<file path="src/rtl/wb_ahb_bridge_if.sv">
// Wishbone slave / AHB-Lite master signal bundle for wb_ahb_bridge.
// The bridge takes the slave modport; the bus side (WB master + AHB slave) takes master.
interface wb_ahb_bridge_if;
  logic        wbs_cyc_i;
  logic        wbs_stb_i;
  logic        wbs_we_i;
  logic [3:0]  wbs_sel_i;
  logic [31:0] wbs_adr_i;
  logic [31:0] wbs_dat_i;
  logic        wbs_ack_o;
  logic [31:0] wbs_dat_o;
  logic [31:0] HADDR;
  logic [1:0]  HTRANS;
  logic        HWRITE;
  logic [2:0]  HSIZE;
  logic [31:0] HWDATA;
  logic [31:0] HRDATA;
  logic        HREADY;
  logic        HRESP;
  logic        err_o;
  logic        tmo_o;
  logic        flag_clr_i;

  modport slave (
    input  wbs_cyc_i, wbs_stb_i, wbs_we_i, wbs_sel_i, wbs_adr_i, wbs_dat_i,
    output wbs_ack_o, wbs_dat_o,
    output HADDR, HTRANS, HWRITE, HSIZE, HWDATA,
    input  HRDATA, HREADY, HRESP,
    output err_o, tmo_o,
    input  flag_clr_i
  );

  modport master (
    output wbs_cyc_i, wbs_stb_i, wbs_we_i, wbs_sel_i, wbs_adr_i, wbs_dat_i,
    input  wbs_ack_o, wbs_dat_o,
    input  HADDR, HTRANS, HWRITE, HSIZE, HWDATA,
    output HRDATA, HREADY, HRESP,
    input  err_o, tmo_o,
    output flag_clr_i
  );
endinterface

</file>
<file path="src/rtl/wb_ahb_bridge.sv">
// Single-transfer Wishbone-to-AHB-Lite bridge: one NONSEQ per WB request,
// with error/timeout capture into sticky flags and a fixed error read value.
module wb_ahb_bridge #(
  parameter int          TIMEOUT  = 255,
  parameter logic [31:0] ERR_DATA = 32'hDEAD_BEEF
) (
  input logic           HCLK,
  input logic           HRESETn,
  wb_ahb_bridge_if.slave bus
);
  localparam logic [1:0] IDLE = 2'd0;
  localparam logic [1:0] ADDR = 2'd1;
  localparam logic [1:0] DATA = 2'd2;
  localparam logic [1:0] ACK  = 2'd3;
  localparam logic [15:0] TMO_LAST = 16'(TIMEOUT - 1);

  logic [1:0]  state;
  logic [15:0] wait_cnt;
  logic [31:0] haddr_q, wdat_q, rdat_q;
  logic [2:0]  hsize_q;
  logic        hwrite_q, err_q, tmo_q;
  logic [2:0]  size_d;
  logic [1:0]  lsb_d;
  logic        err_set, tmo_hit;
  logic        unused_adr;

  assign unused_adr = &{1'b0, bus.wbs_adr_i[1:0]};

  // Lane select -> transfer size and low address bits; odd patterns fall back to a word.
  always_comb begin
    size_d = 3'b010;
    lsb_d  = 2'b00;
    case (bus.wbs_sel_i)
      4'b0011: size_d = 3'b001;
      4'b1100: begin size_d = 3'b001; lsb_d = 2'b10; end
      4'b0001: size_d = 3'b000;
      4'b0010: begin size_d = 3'b000; lsb_d = 2'b01; end
      4'b0100: begin size_d = 3'b000; lsb_d = 2'b10; end
      4'b1000: begin size_d = 3'b000; lsb_d = 2'b11; end
      default: ;
    endcase
  end

  assign err_set = (state == DATA) && bus.HRESP;
  assign tmo_hit = (state == DATA) && !bus.HREADY && (wait_cnt == TMO_LAST);

  always_ff @(posedge HCLK or negedge HRESETn) begin
    if (!HRESETn) begin
      state    <= IDLE;
      wait_cnt <= '0;
      haddr_q  <= '0;
      wdat_q   <= '0;
      rdat_q   <= '0;
      hsize_q  <= '0;
      hwrite_q <= 1'b0;
    end else begin
      case (state)
        IDLE: if (bus.wbs_cyc_i && bus.wbs_stb_i) begin
          haddr_q  <= {bus.wbs_adr_i[31:2], lsb_d};
          hsize_q  <= size_d;
          hwrite_q <= bus.wbs_we_i;
          wdat_q   <= bus.wbs_dat_i;
          state    <= ADDR;
        end
        ADDR: begin
          wait_cnt <= '0;
          if (bus.HREADY) state <= DATA;
        end
        DATA: begin
          if (bus.HREADY) begin
            if (!hwrite_q) rdat_q <= bus.HRESP ? ERR_DATA : bus.HRDATA;
            state <= ACK;
          end else if (tmo_hit) begin
            if (!hwrite_q) rdat_q <= ERR_DATA;
            state <= ACK;
          end else begin
            wait_cnt <= wait_cnt + 16'd1;
          end
        end
        default: state <= IDLE;
      endcase
    end
  end

  // Sticky flags: a set in the same cycle as a clear wins.
  always_ff @(posedge HCLK or negedge HRESETn) begin
    if (!HRESETn) begin
      err_q <= 1'b0;
      tmo_q <= 1'b0;
    end else begin
      if (err_set)             err_q <= 1'b1;
      else if (bus.flag_clr_i) err_q <= 1'b0;
      if (tmo_hit)             tmo_q <= 1'b1;
      else if (bus.flag_clr_i) tmo_q <= 1'b0;
    end
  end

  assign bus.HTRANS    = (state == ADDR) ? 2'b10 : 2'b00;
  assign bus.HADDR     = haddr_q;
  assign bus.HSIZE     = hsize_q;
  assign bus.HWRITE    = hwrite_q;
  assign bus.HWDATA    = (state == DATA) ? wdat_q : 32'h0;
  assign bus.wbs_ack_o = (state == ACK);
  assign bus.wbs_dat_o = rdat_q;
  assign bus.err_o     = err_q;
  assign bus.tmo_o     = tmo_q;
endmodule

</file>
<file path="src/flat_wrapper.sv">
// flat-port wrapper written by rule: the top's interface ports become plain ports
module wb_ahb_bridge_flat 
#(
  parameter int          TIMEOUT  = 255,
  parameter logic [31:0] ERR_DATA = 32'hDEAD_BEEF
)
  (HCLK, HRESETn, bus_wbs_cyc_i, bus_wbs_stb_i, bus_wbs_we_i, bus_wbs_sel_i, bus_wbs_adr_i, bus_wbs_dat_i, bus_wbs_ack_o, bus_wbs_dat_o, bus_HADDR, bus_HTRANS, bus_HWRITE, bus_HSIZE, bus_HWDATA, bus_HRDATA, bus_HREADY, bus_HRESP, bus_err_o, bus_tmo_o, bus_flag_clr_i);
  wb_ahb_bridge_if bus_i ();
  input logic HCLK;
  input logic HRESETn;
  input wire logic [$bits(bus_i.wbs_cyc_i)-1:0] bus_wbs_cyc_i;
  input wire logic [$bits(bus_i.wbs_stb_i)-1:0] bus_wbs_stb_i;
  input wire logic [$bits(bus_i.wbs_we_i)-1:0] bus_wbs_we_i;
  input wire logic [$bits(bus_i.wbs_sel_i)-1:0] bus_wbs_sel_i;
  input wire logic [$bits(bus_i.wbs_adr_i)-1:0] bus_wbs_adr_i;
  input wire logic [$bits(bus_i.wbs_dat_i)-1:0] bus_wbs_dat_i;
  output wire logic [$bits(bus_i.wbs_ack_o)-1:0] bus_wbs_ack_o;
  output wire logic [$bits(bus_i.wbs_dat_o)-1:0] bus_wbs_dat_o;
  output wire logic [$bits(bus_i.HADDR)-1:0] bus_HADDR;
  output wire logic [$bits(bus_i.HTRANS)-1:0] bus_HTRANS;
  output wire logic [$bits(bus_i.HWRITE)-1:0] bus_HWRITE;
  output wire logic [$bits(bus_i.HSIZE)-1:0] bus_HSIZE;
  output wire logic [$bits(bus_i.HWDATA)-1:0] bus_HWDATA;
  input wire logic [$bits(bus_i.HRDATA)-1:0] bus_HRDATA;
  input wire logic [$bits(bus_i.HREADY)-1:0] bus_HREADY;
  input wire logic [$bits(bus_i.HRESP)-1:0] bus_HRESP;
  output wire logic [$bits(bus_i.err_o)-1:0] bus_err_o;
  output wire logic [$bits(bus_i.tmo_o)-1:0] bus_tmo_o;
  input wire logic [$bits(bus_i.flag_clr_i)-1:0] bus_flag_clr_i;
  assign bus_i.wbs_cyc_i = bus_wbs_cyc_i;
  assign bus_i.wbs_stb_i = bus_wbs_stb_i;
  assign bus_i.wbs_we_i = bus_wbs_we_i;
  assign bus_i.wbs_sel_i = bus_wbs_sel_i;
  assign bus_i.wbs_adr_i = bus_wbs_adr_i;
  assign bus_i.wbs_dat_i = bus_wbs_dat_i;
  assign bus_wbs_ack_o = bus_i.wbs_ack_o;
  assign bus_wbs_dat_o = bus_i.wbs_dat_o;
  assign bus_HADDR = bus_i.HADDR;
  assign bus_HTRANS = bus_i.HTRANS;
  assign bus_HWRITE = bus_i.HWRITE;
  assign bus_HSIZE = bus_i.HSIZE;
  assign bus_HWDATA = bus_i.HWDATA;
  assign bus_i.HRDATA = bus_HRDATA;
  assign bus_i.HREADY = bus_HREADY;
  assign bus_i.HRESP = bus_HRESP;
  assign bus_err_o = bus_i.err_o;
  assign bus_tmo_o = bus_i.tmo_o;
  assign bus_i.flag_clr_i = bus_flag_clr_i;
  wb_ahb_bridge #(.TIMEOUT(TIMEOUT), .ERR_DATA(ERR_DATA)) u_core (.HCLK(HCLK), .HRESETn(HRESETn), .bus(bus_i));
endmodule
</file>
<file path="config.mk">
export PLATFORM = sky130hd
export DESIGN_NAME = wb_ahb_bridge_flat
export DESIGN_NICKNAME = d
export VERILOG_FILES = /design/src/rtl/wb_ahb_bridge_if.sv /design/src/rtl/wb_ahb_bridge.sv /design/src/flat_wrapper.sv
export SDC_FILE = /design/constraint.sdc
export NUM_CORES = 1
export LEC_CHECK = 0
export ABC_AREA = 1
export CAP_MARGIN = 20
export CORE_MARGIN = 2
export CORE_UTILIZATION = 43
export CTS_BUF_LIST = sky130_fd_sc_hd__clkbuf_16
export DETAILED_ROUTE_END_ITERATION = 7
export MAX_ROUTING_LAYER = met4
export PLACE_DENSITY_LB_ADDON = 0.12
export SYNTH_ARGS = -nofsm -noshare
export SYNTH_HDL_FRONTEND = slang
export SYNTH_SLANG_ARGS = --single-unit
</file>
<file path="constraint.sdc">
create_clock -name HCLK -period 3.1 [get_ports HCLK]
set_input_delay 0.62 -clock HCLK [delete_from_list [all_inputs] [get_ports HCLK]]
set_output_delay 0.62 -clock HCLK [all_outputs]
set_load 0.05 [all_outputs]
</file>
### After elaboration in Yosys (flattened, before gate mapping)

Cells that the tools add are included.

* add/sub/neg operators: 1
* eq/ne operators: 15
* mux-type cells: 20
* bitwise operators: 1
* reduce and logical (&&, ||, !) cells: 17

Operator list (number)
* $mux W32: 6
* $mux W16: 2
* $pmux W16 S2: 1
* $add A16 B1 Y16 const B: 1
* $eq A16 B8 Y1 const B: 1
* $pmux W2 S3: 2
* $mux W2: 5
* $reduce_and A3 Y1: 3
* $eq A4 B2 Y1 const B: 2
* $eq A4 B4 Y1 const B: 2
* $reduce_bool A2 Y1: 4
* $ne A2 B2 Y1 const B: 3
* $eq A2 B2 Y1 const B: 2
* $eq A4 B1 Y1 const B: 1
* $eq A4 B3 Y1 const B: 1
* $logic_and A1 B1 Y1: 4
* $pmux W2 S2: 1
* $reduce_or A2 Y1: 2
* $reduce_or A4 Y1: 1
* $mux W1: 3
* $ne A3 B2 Y1 const B: 1
* $eq A2 B1 Y1 const B: 1
* $logic_not A2 Y1: 1
* $ne A2 B1 Y1 const B: 1
* other kinds (3): 3

* flip-flop bits (word level): 120
* input bits: 108
* output and inout port bits: 105
* word-level logic and storage cells: 63

### Depth between registers and ports, before layout

* word-level depth: 6
* mapped depth: 10
* mapped depth without buffers: 9

### Least setup slack after synthesis

Ideal clock, no wire load.

* path kind: register to output
* start: register u_core.state[0]
* end: output bus_HWDATA[0]
* data arrival time: 1406 ps
* data required time: 2480 ps
* path slack: 1074 ps
* cell stages (with the launch flop): 7
* buffers on the path: 2
* cell sequence: dfrtp_1 > inv_1 > ha_1 > buf_2 > clkbuf_1 > nand2_1 > inv_1

* cells in the longest elaborated chain, start to end: 2

RTL lines
* from (decl): RTL line wb_ahb_bridge.sv:17 `logic [1:0] state;`
* from (signal assigned): RTL line wb_ahb_bridge.sv:49 `state <= IDLE;`
* from (signal assigned): RTL line wb_ahb_bridge.sv:63 `state <= ADDR;`
* from (signal assigned): RTL line wb_ahb_bridge.sv:67 `if (bus.HREADY) state <= DATA;`
* $eq A2 B2 Y1: RTL line wb_ahb_bridge.sv:102 `assign bus.HWDATA = (state == DATA) ? wdat_q : 32'h0;`
* $mux W32: RTL line wb_ahb_bridge.sv:102
* to (decl): RTL line flat_wrapper.sv:23 `output wire logic [$bits(bus_i.HWDATA)-1:0] bus_HWDATA;`

Every way passes these cells.

### Final worst setup path

* start: register u_core.state[0]
* end: output bus_HWDATA[13]

The elaborated chain is that of the path after synthesis.

==> key figures <==
Run status
  • Outcome: complete, no violations

STA
  • Final Max Slew Viols: 0
  • Final Critical Period: around 2600 ps
  • Hold Worst Slack: 271.3 ps
  • Max Clock Skew: roughly 15 ps
  • Setup TNS: 0 ps
  • Fmax: 384.0 MHz
  • Tcrit/Tclk final: 0.8402
  • Actual slew at the worst max-slew pin: roughly 760 ps
  • Final worst slack: approximately 500 ps
  • Final Hold Fails: 0
  • Final setup viols: 0
  • Slew Limit Headroom: 0.4958
  • Unrepaired setup endpoints after global routing: false

Yosys
  • Mean Syn Cell Area: approximately 7.7 um^2
  • Synth cell types: 31
  • Post-synth top area share: 0.5228
  • Post-synthesis sequential area ratio: 0.5228
  • Synthesized cell area: between 5000 and 6000 um^2
  • Largest family of logic cells by synthesized area: simple AND/OR/NAND/NOR gates
  • Cells after synthesis: between 700 and 800
  • Post-Synth Adder-Cell Area: 0.01318
  • Simple-Gate Fraction of Synth Area: 0.3557
  • Yosys reg bits: roughly 120
  • Synth Flop Type: dfrtp_1
  • Multiplexer share of the synthesized area: 0
  • Biggest area consumer among synthesized cells: dfrtp_1
  • Post-synth EDFFs: 0
  • Synth warn: 0
  • Synth Area in XOR/XNOR: 0.01230
  • Compound-Gate Fraction of Synth Area: 0.02636
  • Async S/R FF share, synth: 1.000
  • Synth area leaders: dfrtp_1 52%, nand2_1 24%, inv_1 3.8%, nand3_1 3.8%, nor2_1 2.3%

Routing
  • Vias post-DR: 5324
  • Drt wl/cell: roughly 14 um
  • 1st-iter DRT viols: about 290
  • Post-DRT Antenna Nets: 0
  • Vias/cell: about 4.7
  • Final WL: about 15 mm
  • Total iterations of the first detailed-routing run: 4
  • Remaining DRCs: 0

Die
  • Boundary Pins: roughly 210
  • Die height: approximately 120 um
  • Row count: 42
  • Initial Util: 0.4353
  • Die Wd: between 100 and 150 um
  • Core area: approximately 13000 um^2
  • DIE AREA: 14180 um^2

Global routing
  • Grt total ovfl: 0
  • Vias in the first global route: roughly 5300
  • Largest net degree at the start of global routing: a little under 70
  • GRT Total Usage: 0.2291
  • First-pass GRT wire length: between 20 and 30 mm
  • Initial antenna violation count: 0

Final layout
  • Most frequent cells in the layout: 359 x nand2_1, 175 x clkdlybuf4s50_1, 119 x dfrtp_1
  • Area growth syn-to-layout: 47.78%
  • Cell area after layout: 8417 um^2
  • Fillers: about 1100
  • Commonest non-fill, non-tap cell in the layout: nand2_1
  • Layout cells sized above 1: 0.1091
  • Layout Nets: around 1100
  • Number of diodes: 0

Worst setup path
  • Slowest stage delay, CP: between 400 and 500 ps
  • R2R Setup Slk: between 900 and 1000 ps
  • Worst R2R Path Depth: 9
  • CP required: 2480 ps
  • CP Depth: 6
  • Critical Path, Cell by Cell: inv_1 -> ha_2 -> buf_4 -> nand2_1 -> inv_1 -> buf_4
  • Top delay family on crit path: buffers and inverters
  • Reg-to-reg startpoint: u_core.wait_cnt[0]
  • CP max-delay cell: dfrtp_1
  • Crit Path Class: flip-flop to primary output
  • Setup crit end kind: primary output
  • RR Endpoint: u_core.wait_cnt[7]
  • Critical path fanouts, max: 39
  • Type of origin of the critical path: flip-flop
  • CP bufs+invs: 4
  • Critical path arrival: 1980 ps

Placed design
  • Placed inst area: between 7000 and 8000 um^2
  • Routability Congestion: 0.8667
  • Setup WS pre-CTS: 685.6 ps
  • # port buffers: 208
  • DP HPWL: approximately 11 mm

Power
  • Overall Power: slightly below 9 mW
  • VDD IR max: between 600 and 700 uV
  • LEAKAGE: between 4 and 5 nW
  • PwrDens: ~1100 nW/um^2

CTS
  • Clk slew on worst S/H paths: approximately 50 ps
  • Clock sinks: about 120
  • Hold buffer count at CTS: 0
  • Worst-skew pair later-pin latency: around 420 ps
  • CTS max path bufs: 2
  • Clock root cell: clkbuf_16
  • H-tree levels: 4
  • Number of CTS-inserted buffers: 17
  • TritonCTS clock tree: done
  • PostCTS Resize Cnt: 0
  • Number of setup buffers added after CTS: 0

Min path
  • HP Class: primary input to asynchronous set/reset pin

Run
  • Max cap viols: 0
-- Yosys cell counts (2+ instances only) --
cell and n:
a21oi_1 2, buf_1 5, buf_2 13, buf_4 2, buf_6 2, clkbuf_1 12, dfrtp_1 119, ha_1 6
inv_1 58, nand2_1 359, nand2_2 8, nand3_1 43, nand3b_1 8, nand4_1 6, nor2_1 35, nor2_4 2
o21ai_0 8, o21ai_1 5, o21ai_2 4, or2_0 7, or2_2 18, xnor2_1 4, xor2_1 4
-- sequential cells by signal, indices dropped and copies added (netlist names) --
register              count
u_core.bus.HSIZE          2
u_core.wdat_q            32
u_core.bus.wbs_dat_o     32
u_core.bus.HWRITE         1
u_core.bus.err_o          1
u_core.state              2
u_core.bus.HADDR         32
u_core.bus.tmo_o          1
u_core.wait_cnt          16
-- worst max path at each step --
stage,start,endpoint,slack [ps]
after floorplan,u_core.state[0],bus_HWDATA[0],1070
after global placement,bus_HREADY,u_core.wait_cnt[8],720
after detailed placement,bus_HREADY,u_core.wait_cnt[7],690
after CTS,u_core.state[0],bus_HWDATA[20],440
after global routing,u_core.state[0],bus_HWDATA[20],330
final,u_core.state[0],bus_HWDATA[13],500
-- power by group --
| group | total [mW] | internal [mW] | leakage [nW] | switching [mW] |
|---|---|---|---|---|
| logic | 4.48 | 1.40 | 2.54 | 3.08 |
| registers | 2.56 | 2.19 | 1.50 | 0.375 |
| clock network | 1.90 | 1.23 | 0.292 | 0.664 |
| total | 8.94 | 4.82 | 4.33 | 4.12 |
-- logic make-up (layout without fill, tap and decap cells) --
group | after synthesis | count (layout)
and+or+nand+nor | 487 | 487
adders and majority gates | 6 | 6
buffers and inverters | 94 | 308
DFF | 119 | 119
other | 1 | 2
xor gates and xnor gates | 8 | 8
AOI/OAI and AO/OA | 23 | 23
-- layer usage --
metal | global-route usage | vias up | part of all wire
li1 | - | 2636 | -
met5 | - | - | 0
met1 | 0.2950 | 2482 | 0.45
met2 | 0.3416 | 186 | 0.46
met4 | 0.08780 | 0 | 0.017
met3 | 0.06944 | 20 | 0.071
-- final cells by class --
class,count,area (um^2),share of cell area
Tap cell,176,220.2,0.02616
Clock buffer,17,425.4,0.05054
Inverter,60,226.5,0.02691
Multi-Input combinational cell,526,2338,0.2778
Sequential cell,119,2978,0.3538
Clock inverter,15,143.9,0.01710
Timing Repair Buffer,216,2085,0.2477
-- stage by stage --
stage                     instances    util
after global placement         1097  0.5997
after detailed placement       1097  0.5997
after floorplan                 739       -
after CTS                      1129  0.6432
final                          1129  0.6432
after global routing           1129  0.6432
Note: power is estimated with default switching activity, not from simulation.
==> patch 1 (same flow settings) <==
Reset style: synchronous (`HRESETn`), changed in 2 clocked blocks.
--- a/src/rtl/wb_ahb_bridge.sv
+++ b/src/rtl/wb_ahb_bridge.sv
@@ -45,5 +45,5 @@
   assign tmo_hit = (state == DATA) && !bus.HREADY && (wait_cnt == TMO_LAST);
 
-  always_ff @(posedge HCLK or negedge HRESETn) begin
+  always_ff @(posedge HCLK) begin
     if (!HRESETn) begin
       state    <= IDLE;
@@ -84,5 +84,5 @@
 
   // Sticky flags: a set in the same cycle as a clear wins.
-  always_ff @(posedge HCLK or negedge HRESETn) begin
+  always_ff @(posedge HCLK) begin
     if (!HRESETn) begin
       err_q <= 1'b0;
Formal check against the unedited RTL: differs if HRESETn is asserted again (counterexample within 4 cycles, from zero or initial values and one cycle with HRESETn low); with HRESETn held inactive, the same outputs for 4 cycles.
==> patch 1 against the original RTL <==
Setup slack better by 0.038 ns; global-route usage up 1.6 points; synthesized area down 8.2%; hold slack better by 0.19 ns; sequential cell count unchanged; routed wire length up 1.7%; final area down 3.2%.
Power is not compared: it rests on default switching activity, and its combinational part moved more than twofold at a synthesized area within 25%.
==> patch 1: results (changes against the original RTL) <==
metric;value;unit;change
crit share post-route;0.8279;;-0.01225
maximum VDD drop;0.0004142;V;
Filler Cell Count;992;;-13%
Met2 Wirelength;7671;um;+9.4%
met1 usage in global routing;0.2742;;-0.02082
M3 GR Usage;0.07888;;+0.009433
DR iter-0 viols;390;;+36%
proportion of synthesized flip-flops having asynchronous set or reset;0;;-1.000
initial antenna violation count;0;;unchanged
minimum setup slack after placement;0.6948;ns;+0.009117 ns
Area contributors post-synth;sky130_fd_sc_hd__dfxtp_1 (46%), sky130_fd_sc_hd__nand2_1 (19%), sky130_fd_sc_hd__a21oi_1 (11%), sky130_fd_sc_hd__nor2_1 (4.7%), sky130_fd_sc_hd__nand3_1 (4.1%);;
DRT met1 WL;6211;um;-10%
Worst slew margin;0.5305;;+0.03465
length in cells of the worst reg-to-reg path;7;;-2
cell area reported after detailed placement;7649;um2;-2.5%
post-synth cell types;31;;unchanged
detailed placer's ending HPWL;10920;um;+3.7%
share of the synthesized area in compound gates (AO/OA/AOI/OAI);0.1144;;+0.08805
uppermost layer routed;met4;;
Crit. Startpoint;u_core.state[1];;
vias per cell;4.967;;+5.3%
commonest non-fill, non-tap cell in the layout;sky130_fd_sc_hd__nand2_1;;
highest-delay cell along the critical path;sky130_fd_sc_hd__clkdlybuf4s50_1;;
critical path peak fanout;4;;-90%
status;finished clean;;
Tightest Hold Check Type;reg2reg;;
routed len/inst;14.05;um;+3.9%
sequential fraction of the synthesis area;0.4557;;-0.06713
total global-route track usage;0.2456;;+0.01650
slack of the worst reg-to-reg path;0.85;ns;-0.09 ns
clock tree skew after final layout;0.005379;ns;-0.009717 ns
crit path DAT;1.95;ns;-0.03 ns
clock slew at the register clock pins of the worst setup and hold paths;0.05;ns;about the same
capture point of the critical path;bus_HTRANS[1];;
adder and majority cell fraction of the synthesized area;0.01436;;+0.001180
diodes inserted;0;;unchanged
global-route wire length before repair;24610;um;-2.3%
largest stage delay on the critical path;0.86;ns;+0.45 ns
placer congestion estimate;0.8127;;-6.2%
cell family contributing the most delay on the critical path;buffers and inverters;;
pin count of the biggest net entering global routing;66;;-4.3%
met2 Track Usage GR;0.4008;;+0.05920
via count of the first global-routing pass;5181;;-1.8%
list of most frequent post-synthesis cells;sky130_fd_sc_hd__nand2_1 (266), sky130_fd_sc_hd__dfxtp_1 (119), sky130_fd_sc_hd__a21oi_1 (112), sky130_fd_sc_hd__nor2_1 (65), sky130_fd_sc_hd__inv_1 (50);;
final hold slack;0.4591;ns;+0.1878 ns
FF-to-FF Start;u_core.state[0];;
fin nets;1060;;+0.57%
routed length on met3;1218;um;+12%
layout cell share with drive strength beyond 1;0.09489;;-0.01424
Synth Area in XOR/XNOR;0.005026;;-0.007276
capture instance of the worst register-to-register path;u_core.bus.wbs_dat_o[24];;
-- patch 1: layout make-up --
cell class              count  area [um2]  share of cell area
clock inverters            15       73.82            0.009060
inverters                  55       209.0             0.02564
well taps                 147       183.9             0.02257
multi-input cells         536        2404              0.2950
clock buffers              17       425.4             0.05221
repair buffers            217        2470              0.3031
flip-flops and latches    119        2382              0.2924
-- patch 1: stage by stage --
stage,power (W),std cells,util
6_report,0.005333,1106,0.6812
3_3_place_gp,0.003669,1074,0.6394
4_1_cts,0.005377,1106,0.6812
5_1_grt,0.005602,1106,0.6812
2_1_floorplan,0.003092,759,-
3_5_place_dp,0.003715,1074,0.6394
-- patch 1: power groups by stage --
stage          clock network [W]  logic, W  registers, W
6_report                 0.00165   0.00188       0.00180
2_1_floorplan                  0  0.000897       0.00220
4_1_cts                  0.00168   0.00189       0.00180
5_1_grt                  0.00175   0.00203       0.00182
3_3_place_gp                   0   0.00185       0.00182
3_5_place_dp                   0   0.00189       0.00183
==> patch 2 (same flow settings) <==
Without the edit above. `ERR_DATA` is set to 32'hDEAD_BEEF in 2 places; all go to 32'h6F56DF77.
--- a/src/rtl/wb_ahb_bridge.sv
+++ b/src/rtl/wb_ahb_bridge.sv
@@ -3,5 +3,5 @@
 module wb_ahb_bridge #(
   parameter int          TIMEOUT  = 255,
-  parameter logic [31:0] ERR_DATA = 32'hDEAD_BEEF
+  parameter logic [31:0] ERR_DATA = 32'h6F56DF77
 ) (
   input logic           HCLK,
--- a/src/flat_wrapper.sv
+++ b/src/flat_wrapper.sv
@@ -3,5 +3,5 @@
 #(
   parameter int          TIMEOUT  = 255,
-  parameter logic [31:0] ERR_DATA = 32'hDEAD_BEEF
+  parameter logic [31:0] ERR_DATA = 32'h6F56DF77
 )
   (HCLK, HRESETn, bus_wbs_cyc_i, bus_wbs_stb_i, bus_wbs_we_i, bus_wbs_sel_i, bus_wbs_adr_i, bus_wbs_dat_i, bus_wbs_ack_o, bus_wbs_dat_o, bus_HADDR, bus_HTRANS, bus_HWRITE, bus_HSIZE, bus_HWDATA, bus_HRDATA, bus_HREADY, bus_HRESP, bus_err_o, bus_tmo_o, bus_flag_clr_i);
Behaviour: not the same (a bounded check fails within 4 cycles, from zero or initial values and one cycle with HRESETn low).
==> patch 2 against the original RTL <==
Final area is 0.42% lower; sequential cell count unchanged; routed wire length is 0.10% higher; synthesized area down 0.13%; first-iteration DRC count is 8.0% lower; total power is 1.1% lower; global-route usage grew 0.15 points; critical path type unchanged; setup slack improved by 0.016 ns.
==> patch 2: results (changes against the original RTL) <==
metric;value;unit;change
placer congestion estimate;0.9204;;+6.2%
layout cell share with drive strength beyond 1;0.1081;;-0.001049
final instance count without filler cells;1129;;unchanged
routed len/inst;13.54;um;+0.10%
DR iter-0 viols;264;;-8.0%
critical path peak fanout;25;;-36%
pin count of the biggest net entering global routing;61;;-12%
Worst Tran Pin Value;0.6256;ns;-0.1306 ns
status;finished clean;;
global-route wire length before repair;25410;um;+0.85%
Static Leakage;4.309;nW;-0.47%
Tightest Hold Check Type;in2async;;
highest-delay cell along the critical path;sky130_fd_sc_hd__ha_2;;
list of most frequent post-synthesis cells;sky130_fd_sc_hd__nand2_1 (364), sky130_fd_sc_hd__dfrtp_1 (119), sky130_fd_sc_hd__inv_1 (58), sky130_fd_sc_hd__nand3_1 (42), sky130_fd_sc_hd__nor2_1 (35);;
clock tree skew after final layout;0.006238;ns;-0.008858 ns
fin nets;1055;;+0.095%
H-tree depth reported by CTS;4;;unchanged
via count of the first global-routing pass;5408;;+2.5%
vias per cell;4.742;;+0.56%
Area contributors post-synth;sky130_fd_sc_hd__dfrtp_1 (52%), sky130_fd_sc_hd__nand2_1 (24%), sky130_fd_sc_hd__inv_1 (3.8%), sky130_fd_sc_hd__nand3_1 (3.7%), sky130_fd_sc_hd__nor2_1 (2.3%);;
total global-route track usage;0.2307;;+0.001529
number of buffers on the longest clock path;2;;unchanged
Filler Cell Count;1132;;-0.61%
buffers inserted by post-CTS timing repair;0;;unchanged
clock slew at the register clock pins of the worst setup and hold paths;0.05;ns;about the same
maximum VDD drop;0.0005739;V;-12%
largest stage delay on the critical path;0.48;ns;+0.07 ns
sequential fraction of the synthesis area;0.5235;;+0.0006901
detailed placer's ending HPWL;10850;um;+3.0%
==> patch 2: path summary, 6_finish.rpt <==
check                                          from                       end  slack, ns  cells after the start
max                                 u_core.state[0]            bus_HWDATA[27]       0.51                      6
min                                         HRESETn      u_core.bus.HADDR[29]       0.13                      1
max reg2reg                         u_core.state[0]        u_core.wait_cnt[4]       0.85                      8
min reg2reg                u_core.bus.wbs_dat_o[13]  u_core.bus.wbs_dat_o[13]       0.47                      2
max in group asynchronous                   HRESETn         u_core.wdat_q[18]       2.23                      2
min in group HCLK          u_core.bus.wbs_dat_o[13]  u_core.bus.wbs_dat_o[13]       0.47                      2
==> patch 2: layout make-up <==
| type | count | share of cell area |
|---|---|---|
| repair buffers | 217 | 0.2496 |
| clock buffers | 17 | 0.05075 |
| clock inverters | 14 | 0.01403 |
| well taps | 176 | 0.02627 |
| flip-flops and latches | 119 | 0.3553 |
| inverters | 60 | 0.02687 |
| multi-input cells | 526 | 0.2772 |
==> patch 2: through the flow <==
stage | cell area [um2] | power, W | worst slack [ns]
after floorplan | 5692 | 0.005517 | 1.077
after global placement | 7839 | 0.006962 | 0.6952
after detailed placement | 7839 | 0.007047 | 0.6482
after CTS | 8382 | 0.008921 | 0.4871
after global routing | 8382 | 0.009323 | 0.3716
final | 8382 | 0.008843 | 0.5110
==> patch 2: cell families after synthesis <==
kind of cell,Yosys count,share of synthesized area
AND/OR/NAND/NOR,487,0.3535
flip-flops,119,0.5235
buffers and inverters,94,0.07039
AO/OA/AOI/OAI,23,0.02640
XOR/XNOR,8,0.01232
adder cells (fa/ha/maj),6,0.01320
other,1,0.0006593
==> patch 2: worst max-delay path, delay by kind of cell, from the launching register on <==
kind / cells / cell delay [ns]
simple gates: 1 / 0.07
flops: 1 / 0.41
buf+inv: 4 / 0.58
fa+ha+maj: 1 / 0.48
==> patch 2: power breakdown <==
part / switching, W / leakage, nW / internal, W
sequential: 0.000369 / 1.50 / 0.00219
combinational: 0.00306 / 2.54 / 0.00140
clock: 0.000677 / 0.267 / 0.00115
==> patch 2: per-layer routing <==
metal / vias to the layer above / track usage / wire [um]
li1: 2643 / - / -
met1: 2487 / 0.2868 / 6766
met2: 193 / 0.3567 / 7177
met3: 31 / 0.06561 / 949
met4: 0 / 0.09301 / 391
met5: - / - / 0
